[src/rtl/dbus_sram_bridge_pkg.sv]
// Shared data-bus types for the CPU data port and its SRAM-side bridge.
package dbus_sram_bridge_pkg;

  // Access size encodings carried on dmem_req.size and data_size.
  localparam logic [1:0] SizeByte = 2'd0;
  localparam logic [1:0] SizeHalf = 2'd1;
  localparam logic [1:0] SizeWord = 2'd2;

  typedef struct packed {
    logic        valid;
    logic [31:0] addr;
    logic [1:0]  size;
    logic [3:0]  strobe;
    logic [31:0] data;
  } dbus_req_t;

  typedef struct packed {
    logic        addr_ok;
    logic        data_ok;
    logic [31:0] data;
  } dbus_resp_t;

endpackage

[src/rtl/dbus_addr_xlate.sv]
// Fixed kseg0/kseg1 address translation, combinational.
// Enabled by defining DBUS_ADDR_TRANSLATE_EN; otherwise the address passes through.
module dbus_addr_xlate (
  input  logic [31:0] vaddr,
  output logic [31:0] paddr
);

`ifdef DBUS_ADDR_TRANSLATE_EN
  // kseg0/kseg1 (0x8000_0000-0xBFFF_FFFF) map onto the low 512 MiB.
  always_comb begin
    paddr = vaddr;
    if (vaddr[31:30] == 2'b10) begin
      paddr[31:29] = 3'b000;
    end
  end
`else
  assign paddr = vaddr;
`endif

endmodule

[src/rtl/dbus_sram_bridge.sv]
// Bridge from the core data port to an SRAM-like split-transaction bus.
// One outstanding transaction; all outputs registered.
// Address translation is controlled by the DBUS_ADDR_TRANSLATE_EN macro.
module dbus_sram_bridge
  import dbus_sram_bridge_pkg::*;
(
  input  logic        clk,
  input  logic        reset,
  input  dbus_req_t   dmem_req,
  output dbus_resp_t  dmem_resp,
  output logic        data_req,
  output logic        data_wr,
  output logic [1:0]  data_size,
  output logic [31:0] data_addr,
  output logic [31:0] data_wdata,
  input  logic        data_addr_ok,
  input  logic        data_data_ok,
  input  logic [31:0] data_rdata
);

  typedef enum logic [1:0] {StIdle, StReq, StWait, StResp} state_e;

  state_e      state_q;
  logic        resp_addr_ok_q;
  logic        resp_data_ok_q;
  logic [31:0] resp_data_q;
  logic [31:0] paddr;

  dbus_addr_xlate u_xlate (
    .vaddr (dmem_req.addr),
    .paddr (paddr)
  );

  assign dmem_resp.addr_ok = resp_addr_ok_q;
  assign dmem_resp.data_ok = resp_data_ok_q;
  assign dmem_resp.data    = resp_data_q;

  // Transaction FSM: captures the request, drives the slave, returns a one-cycle completion.
  always_ff @(posedge clk) begin
    if (reset) begin
      state_q        <= StIdle;
      data_req       <= 1'b0;
      data_wr        <= 1'b0;
      data_size      <= 2'd0;
      data_addr      <= 32'd0;
      data_wdata     <= 32'd0;
      resp_addr_ok_q <= 1'b0;
      resp_data_ok_q <= 1'b0;
      resp_data_q    <= 32'd0;
    end else begin
      // Both core-side strobes are single-cycle pulses.
      resp_addr_ok_q <= 1'b0;
      resp_data_ok_q <= 1'b0;
      case (state_q)
        StIdle: begin
          if (dmem_req.valid) begin
            data_addr      <= paddr;
            data_size      <= dmem_req.size;
            data_wr        <= (dmem_req.strobe != 4'b0000);
            data_wdata     <= dmem_req.data;
            data_req       <= 1'b1;
            resp_addr_ok_q <= 1'b1;
            state_q        <= StReq;
          end
        end
        StReq: begin
          // A data_ok without addr_ok here is a protocol violation and is ignored.
          if (data_addr_ok) begin
            data_req <= 1'b0;
            if (data_data_ok) begin
              resp_data_q    <= data_rdata;
              resp_data_ok_q <= 1'b1;
              state_q        <= StResp;
            end else begin
              state_q <= StWait;
            end
          end
        end
        StWait: begin
          if (data_data_ok) begin
            resp_data_q    <= data_rdata;
            resp_data_ok_q <= 1'b1;
            state_q        <= StResp;
          end
        end
        StResp: begin
          // The core still holds valid this cycle; the request is only re-sampled in IDLE.
          state_q <= StIdle;
        end
        default: begin
          state_q <= StIdle;
        end
      endcase
    end
  end

endmodule
[config.mk]
export PLATFORM = sky130hd
export DESIGN_NAME = dbus_sram_bridge
export DESIGN_NICKNAME = d
export VERILOG_FILES = /design/src/rtl/dbus_sram_bridge_pkg.sv /design/src/rtl/dbus_addr_xlate.sv /design/src/rtl/dbus_sram_bridge.sv
export SDC_FILE = /design/constraint.sdc
export NUM_CORES = 1
export LEC_CHECK = 0
export ABC_AREA = 1
export CAP_MARGIN = 40
export CORE_ASPECT_RATIO = 0.7
export CORE_UTILIZATION = 40
export CTS_BUF_LIST = sky130_fd_sc_hd__clkbuf_4
export CTS_CLUSTER_DIAMETER = 40
export CTS_CLUSTER_SIZE = 28
export DETAILED_ROUTE_END_ITERATION = 8
export PLACE_DENSITY = 0.92
export SYNTH_ARGS = -nofsm -noshare
export SYNTH_HDL_FRONTEND = slang
export SYNTH_SLANG_ARGS = --single-unit
[constraint.sdc]
create_clock -name clk -period 1.5 [get_ports clk]
set_input_delay 0.15 -clock clk [delete_from_list [all_inputs] [get_ports clk]]
set_output_delay 0.15 -clock clk [all_outputs]
set_load 0.01 [all_outputs]
==> impl_metrics.env <==
export IMPL_postCtsSetupBuffers=0
export IMPL_cts_hold_buf=0
export IMPL_mappedNetlistArea_um2=3900
export IMPL_drc_errors=0
export IMPL_initial_utilization_pct=42.1
export IMPL_fillCellCount=747
export IMPL_hp_class="input port to flip-flop"
export IMPL_grt_ovfl_total=0
export IMPL_hold_viol_final=0
export IMPL_slew_headroom_pct=78.1
export IMPL_synth_top_cell_area_share_pct=53.4
export IMPL_critPathMaxFanout=16
export IMPL_ys_ff_latch=104
export IMPL_core_area_um2=9250
export IMPL_worst_path_buf_inv=3
export IMPL_r2r_slack_ns=0.07
export IMPL_cts_buffers=9
export IMPL_status="completed"
export IMPL_syn_to_final_growth_pct=59.6
export IMPL_worstPathRequired_ns=1.83
export IMPL_stdcell_area_um2=6220
export IMPL_leakagePower_nw=2.80
export IMPL_synth_area_leaders="dfxtp_1 (53%), nor2_1 (13%), o21ai_0 (7.2%), nand4_1 (5.1%), a21oi_1 (4.8%)"
export IMPL_rsz0062_at_grt="false"
export IMPL_ios=209
export IMPL_first_iter_violations=165
export IMPL_grt_pass1_wl_mm=18.7
export IMPL_ys_async_sr_fraction_pct=0
export IMPL_gp_congestion=0.815
export IMPL_cts_root_buffer="clkbuf_4"
export IMPL_die_area_um2=10100
export IMPL_antenna_cells=0
export IMPL_htree_levels=3
export IMPL_ys_types=22
export IMPL_drt_met1_wl_mm=4.95
export IMPL_tightest_slew_ns=0.328
export IMPL_cp_top_family="flip-flops"
export IMPL_avgSynthCellArea_um2=7.97
export IMPL_syn_inst=489
export IMPL_clk_pin_slew_worst_paths_ns=0.15
export IMPL_portBuffers=208
export IMPL_grt_antenna_before_repair=0
export IMPL_synth_seq_area_share_pct=53.4
export IMPL_placed_cells=794
export IMPL_fin_skew_ns=0.0140
export IMPL_timing_hold_ws_ns=0.272
export IMPL_synth_edf_count=0
export IMPL_die_w_um=120
export IMPL_dieHeight_um=84.6
export IMPL_totalWireLength_mm=11.9
export IMPL_setup_tns_final_ns=0
export IMPL_dp_hpwl_mm=8.47
export IMPL_routed_wl_met2_mm=5.81
export IMPL_seq_area_um2=2090
export IMPL_critPathCaptureType="flip-flop"
export IMPL_grt_usage_pct=23.0
export IMPL_cts_tree="yes"
export IMPL_grt_pass1_vias=3961
export IMPL_slowest_delay_ns=0.40
export IMPL_worstSetupPathType="flip-flop to flip-flop"
export IMPL_rows=29
export IMPL_syn_num_nets=601
export IMPL_grt_max_degree=54
export IMPL_routed_top_layer="met4"
export IMPL_yosysTopAreaCell="dfxtp_1"
export IMPL_num_vias=4095
export IMPL_setup_violations=0
export IMPL_min_period_over_period_pct=95.2
export IMPL_ys_warn_count=0
export IMPL_slew_viol_final=0
export IMPL_final_antenna_net_count=0
export IMPL_final_cells=812
export IMPL_multi_input_area_um2=1550
export IMPL_wl_per_cell_um=14.6
export IMPL_arrival_ns=1.76
export IMPL_drive_gt1_share_pct=7.27
export IMPL_nets=795
export IMPL_p_per_area_nw_per_um2=1610
export IMPL_drt_pass1_iter_count=4
export IMPL_cap_violations=0
export IMPL_fmax_ghz=0.700
export IMPL_cts_sinks=104
export IMPL_wl_met3_um=822
export IMPL_clk_path_buf_depth=2
export IMPL_critical_path_slowest_cell="dfxtp_4"
export IMPL_fin_crit_ns=1.43
export IMPL_synthFlopType="dfxtp_1"
export IMPL_dpl_cell_area_um2=6070
export IMPL_vias_per_cell=5.04
export IMPL_path_cells="inv_2 > ha_2 > inv_1 > nand2_4 > nand3_2 > clkbuf_16 > nand2_1 > a21oi_1"
export IMPL_worstSkewPairLatency_ns=0.44
export IMPL_startpoint_type="flip-flop"
export IMPL_peakVddDrop_mv=0.731
[cell usage after synthesis (5+ instances only)]
cell,count
buf_2,11
buf_6,5
o21ai_0,56
ha_1,5
nand2_1,44
clkbuf_1,12
nor2_1,139
o21ai_1,11
buf_4,9
dfxtp_1,104
inv_1,9
nand4_1,32
a21oi_1,37
[area by class of cell]
type,instances,share of cell area [%]
multi-input combinational,333,24.9
inverter,12,0.765
timing repair buffer,223,35.1
clock inverter,5,1.69
clock buffer,11,1.33
tap,124,2.50
sequential,104,33.6
[worst paths after layout]
check | start | to | depth (start not counted)
worst max-delay path | state_q[0] | resp_data_q[25] | 8
worst min-delay path | data_rdata[30] | resp_data_q[30] | 3
worst max register to register | state_q[0] | resp_data_q[25] | 8
worst min register to register | resp_data_q[13] | resp_data_q[13] | 2
[cell usage in the layout, fill, tap and decap left out]
cell type	instances
nor2_1	139
clkdlybuf4s50_1	106
dlygate4sd2_1	102
dfxtp_1	98
o21ai_0	55
nand2_1	44
a21oi_1	36
nand4_1	32
o21ai_1	12
clkbuf_4	11
inv_1	7
buf_12	6
dfxtp_2	5
buf_4	5
inv_2	4
nand3_1	4
bufinv_16	3
nand2_2	2
ha_2	2
ha_1	2
clkinvlp_4	2
clkbuf_16	2
buf_6	2
inv_4	1
nand2_4	1
nand3_2	1
a21oi_2	1
nor3_1	1
ha_4	1
dfxtp_4	1
[state kept, by name (all words and copies together), names as in the netlist]
name,flops
data_size,2
data_wr,1
state_q,2
data_req,1
data_addr,32
data_wdata,32
resp_addr_ok_q,1
resp_data_q,32
resp_data_ok_q,1
[worst reg2reg max path, cell delays in order (launching register included)]
cell and delay, ns:
dfxtp_4 0.40, inv_2 0.09, ha_2 0.20, inv_1 0.08
nand2_4 0.08, nand3_2 0.13, clkbuf_16 0.22, nand2_1 0.06
a21oi_1 0.06
[per-stage QoR]
step	power [mW]	utilization [%]	setup WS, ns
6_report	10.0	67.2	0.0724
5_1_grt	10.7	67.2	0.00802
4_1_cts	9.82	66.3	0.00359
3_5_place_dp	8.53	65.6	0.00368
3_3_place_gp	8.31	65.6	0.0797
2_1_floorplan	6.34	-	0.137
[kinds of logic (layout without fill, tap and decap cells)]
logic type | after synthesis | in the layout | synth area share, %
AND/OR/NAND/NOR | 224 | 224 | 24.3
flip-flops | 104 | 104 | 53.4
buffers and inverters | 52 | 251 | 7.32
adder cells (fa/ha/maj) | 5 | 5 | 1.61
AO/OA/AOI/OAI | 104 | 104 | 13.4
[power breakdown]
part	switching, mW	internal, mW
Combinational	2.43	1.94
Sequential	0.369	3.49
Clock	0.892	0.882
[repair_timing]
item                                    in CTS  in global routing
resized for setup                          107                 13
cloned                                       0                  2
endpoints found under the setup margin     120                 92
[routing by layer]
layer | vias to the layer above | track usage [%]
met2 | 170 | 40.2
met1 | 1906 | 26.3
met5 | - | 0
met4 | 0 | 9.20
li1 | 1993 | -
met3 | 26 | 6.73
Power figures use the tool's default switching activity.
